**config.mk**
```make
export PLATFORM = sky130hd
export DESIGN_NAME = shift_left_seq_32bit
export DESIGN_NICKNAME = d
export VERILOG_FILES = /design/src/rtl/shift_left_seq_32bit.sv
export SDC_FILE = /design/constraint.sdc
export NUM_CORES = 1
export LEC_CHECK = 0
export ABC_AREA = 1
export BUFFER_PORTS_ARGS = -buffer_cell sky130_fd_sc_hd__buf_4
export CAP_MARGIN = 20
export CORE_UTILIZATION = 30
export CTS_BUF_LIST = sky130_fd_sc_hd__clkbuf_8
export CTS_CLUSTER_SIZE = 24
export DETAILED_ROUTE_END_ITERATION = 12
export PLACE_DENSITY_LB_ADDON = 0.25
export SLEW_MARGIN = 20
export SYNTH_ARGS = -nofsm -noshare
export SYNTH_HDL_FRONTEND = slang
export SYNTH_SLANG_ARGS = --single-unit
```
**constraint.sdc**
```tcl
create_clock -name clk -period 1.8 [get_ports clk]
set_input_delay 0.45 -clock clk [delete_from_list [all_inputs] [get_ports clk]]
set_output_delay 0.45 -clock clk [all_outputs]
set_load 0.02 [all_outputs]
```
**src/rtl/shift_left_seq_32bit.sv**
```systemverilog
// shift_left_seq_32bit: fixed-latency sequential left shifter with programmable fill bit
module shift_left_seq_32bit (
  input  logic        clk,
  input  logic        rst,
  input  logic        start,
  input  logic [31:0] X,
  input  logic [31:0] Y,
  input  logic        V,
  output logic [31:0] Z,
  output logic        busy,
  output logic        done
);
  typedef enum logic [1:0] {IDLE, SHIFT, DONE} state_t;
  state_t      state;
  logic [2:0]  k;
  logic [31:0] acc;
  logic [4:0]  amt;
  logic        fill;
  logic        oor;
  logic [5:0]  step;
  logic [31:0] staged;
  // one log-shifter stage: shift by 2^k, filling vacated LSBs with the captured fill bit
  always_comb begin
    step   = 6'd1 << k;
    staged = (acc << step) | ({32{fill}} & ~(32'hFFFF_FFFF << step));
  end
  // control FSM; k runs 4..0 applying stages, then wraps to 7 for the fixed final cycle before DONE
  always_ff @(posedge clk) begin
    if (rst) begin
      state <= IDLE;
      Z     <= '0;
      busy  <= 1'b0;
      done  <= 1'b0;
      k     <= 3'd4;
      acc   <= '0;
      amt   <= '0;
      fill  <= 1'b0;
      oor   <= 1'b0;
    end else begin
      done <= 1'b0;
      busy <= state == SHIFT && k != 3'd7;
      if (state != SHIFT) begin
        state <= start ? SHIFT : IDLE;
        if (start) begin
          acc  <= |Y[31:5] ? {32{V}} : X;
          amt  <= Y[4:0];
          fill <= V;
          oor  <= |Y[31:5];
          k    <= 3'd4;
        end
      end else if (k == 3'd7) begin
        state <= DONE;
        Z     <= acc;
        done  <= 1'b1;
        k     <= 3'd4;
      end else begin
        if (amt[k] && !oor) acc <= staged;
        k <= k - 3'd1;
      end
    end
  end
endmodule

```
==> out/qor.log <==
[detailed_routing] DRC violations left 0
[status] violated checks setup timing
[grt] total overflow reported by the global router 0
[timing] final worst path period share 103%
[floorplan] standard-cell row count 47
[grt] Total GRT Usage 24.2%
[cts] later-pin clock latency in the skew report 0.39 ns
[critical_path] Worst Setup Start Kind register
[cells_and_area] fin util 46.3%
[cells_and_area] Post-layout nets 1083
[timing] slew at the pin with the worst max-slew slack 0.368 ns
[cts] post-CTS clock slew at the launch and capture registers of the worst setup and hold paths 0.09 ns
[cells_and_area] growth of design area from synthesis to finish 50.6%
[cells_and_area] post-route non-filler standard cell count 1240
[placed_design] number of cells in the design after placement 1214
[cts] Clock Root Buffer clkbuf_8
[synth] count of flip-flops with a built-in enable after synthesis 0
[cts] clk buf depth 2
[status] run status finished, violations left
[timing] maximum clock frequency 540 MHz
[timing] clock tree skew after final layout 0.00906 ns
[cts] H-tree depth reported by CTS 3
[synth] cell count after synthesis 851
[critical_path] Max Fanout on Critical Path 8
[critical_path] worst setup path startpoint k[0]
[synth] number of synthesized register bits 78
[floorplan] initial cell density of the core 30.7%
[grt] first-pass GRT wire length 32.6 mm
[synth] warnings from Yosys 0
[grt] maximum number of pins on one net before global-route repair 48
[synth] synthesized area divided by synthesized cell count 5.99 um2
[timing] total negative slack for setup checks -0.323 ns
[synth] Post-Synthesis Net Count 919
[timing] RSZ-0062 raised after global routing yes
[synth] post-synth cell types 28
[floorplan] I/O pin count 102
[synth] cell with the most instances after synthesis nand2_1
[timing] final number of setup-violating endpoints 14
[synth] most common flop cell mapped by yosys dfxtp_1
[pwr] Power Dens Cells 746 mW/mm2
[synth] leading post-synthesis cells by cell area dfxtp_1 31%, nand3_1 18%, nand2_1 14%
[cts] TritonCTS sink count 78
[cells_and_area] antenna diode instance count 0
[timing] final worst-path setup slack -0.0533 ns
[synth] portion of synthesized cell area occupied by the leading cell type 30.6%
[detailed_routing] mean number of vias per cell 5.24
[critical_path] type of element capturing the critical path register
[cts] clock tree from TritonCTS built
[detailed_routing] iteration-0 DRC count of the detailed router 641
[detailed_routing] final routed wirelength across all metal layers 21.2 mm
[critical_path] reg2reg setup slack -0.05 ns
[timing] worst max-slew margin expressed relative to the limit 75.5%
[critical_path] category of the critical setup timing path reg -> reg
[grt] vias in the first global route 5928
[grt] antenna violations before repair 0
[placed_design] detailed-placement wirelength estimate 16.1 mm
[cts] total CTS buffers 9
[placed_design] Place WS -0.166 ns
[critical_path] required time at the worst-slack endpoint 2.07 ns
[floorplan] floorplan die area 0.0175 mm2
[timing] Final Hold Fails 0
[cells_and_area] fraction of layout cells with a size suffix above 1 34.4%
[critical_path] data arrival time at the worst-slack endpoint 2.12 ns
[detailed_routing] detailed-route wire length per cell 17.1 um
[critical_path] CP endpoint acc[29]
[synth] proportion of synthesized flip-flops having asynchronous set or reset 0%
[critical_path] Worst Reg-to-Reg Cells 12
[floorplan] die span in y 132 um
[pwr] total power after layout 5730 uW
[synth] cell types with the highest counts after synthesis 192 x nand2_1, 185 x nand3_1, 98 x nor2_1
[timing] max-slew violation count 0
[floorplan] core area 0.0166 mm2
[min_path] worst hold-check path type in -> reg
[placed_design] quantity of I/O buffers inserted on ports 101
[detailed_routing] total number of vias 6493
[pwr] Leak Pwr 0.00353 uW
[detailed_routing] TritonRoute pass-1 iters 5
[detailed_routing] number of routed nets with antenna violations 0
[floorplan] chip width 132 um
[synth] sequential area share after synthesis 30.6%
[pwr] peak supply drop 0.350 mV
[timing] final critical path time including I/O delays and setup 1.85 ns
[synth] dominant cell type by area after synthesis dfxtp_1
[flow_run] maximum capacitance violations 0
[critical_path] end of the worst register-to-register path acc[29]
[synth] area of the mapped netlist 0.00510 mm2
[critical_path] FF-to-FF Start k[0]
[placed_design] gpl congestion 0.970
-- layout by cell type (no fill, tap or decap), drive strengths merged --
cell / count
clkbuf: 9
nand4: 21
buf: 212
nor2: 102
dfxtp: 78
o21a: 3
a21oi: 77
inv: 45
o22ai: 1
o211ai: 2
o21ai: 73
nor3: 3
a21o: 3
o31ai: 1
and2: 3
bufinv: 4
clkinv: 3
nand3: 186
nand2: 194
-- per-stage QoR --
step	instance area, um2	hold WS [ns]
2_1_floorplan	5100	0.454
3_3_place_gp	6740	0.464
3_5_place_dp	6740	0.475
4_1_cts	7110	0.285
5_1_grt	7680	0.334
6_report	7680	0.300
-- metal layers --
| metal | track usage (%) | part of all wire, % | vias up |
|---|---|---|---|
| met4 | 9.64 | 2.8 | 0 |
| li1 | - | - | 3195 |
| met3 | 4.31 | 7.4 | 40 |
| met5 | 0 | 0 | - |
| met1 | 33.8 | 46 | 2963 |
| met2 | 36.6 | 43 | 295 |
-- cells by family after synthesis --
logic type      share of synthesized area (%)
flops                                    30.6
buf+inv                                  9.13
compound gates                           16.2
simple gates                             44.1
-- worst min-delay path by stage --
stage	startpoint	to	slack, ns	depth (start not counted)
floorplan	acc[14]	Z[14]	0.45	2
global placement	Z[26]	Z[26]	0.46	2
detailed placement	Z[25]	Z[25]	0.47	2
CTS	Y[1]	amt[1]	0.29	3
global route	Y[4]	amt[4]	0.33	3
finish	Y[1]	amt[1]	0.30	3
-- flip-flops by register name (all words and copies together) (netlist names) --
| register | flops |
|---|---|
| busy | 1 |
| amt | 5 |
| oor | 1 |
| state | 2 |
| done | 1 |
| k | 3 |
| Z | 32 |
| acc | 32 |
| fill | 1 |
-- critical path, cell delays in order, from the launching register on --
cell,delay (ns)
dfxtp_2,0.37
buf_6,0.13
nand2_4,0.06
nor2_4,0.24
buf_12,0.18
buf_12,0.12
nand3_1,0.12
nand3_2,0.13
a21oi_2,0.06
nor2_1,0.13
nand2_2,0.08
nand2_1,0.06
a21oi_1,0.05
-- final cells by class --
type / instances / area, um2
fill: 1768 / 8900
multi-input combinational: 669 / 3570
timing repair buffer: 212 / 1840
sequential: 78 / 1570
tap: 220 / 275
inverter: 45 / 169
clock inverter: 7 / 138
clock buffer: 9 / 124
-- power breakdown --
group | internal [uW] | leakage (uW) | switching, uW
Clock | 1060 | 0.000135 | 712
Sequential | 1840 | 0.000640 | 142
Combinational | 826 | 0.00275 | 1160
Total | 3720 | 0.00353 | 2010
-- timing repair --
item                                    4_1_cts  5_1_grt
pin swaps                                     1       21
setup buffers                                 0        9
hold buffers                                  0        0
resized for setup                            28      117
endpoints found under the setup margin       28       32
gates cloned                                  0        1
(Power assumes the default switching activity.)
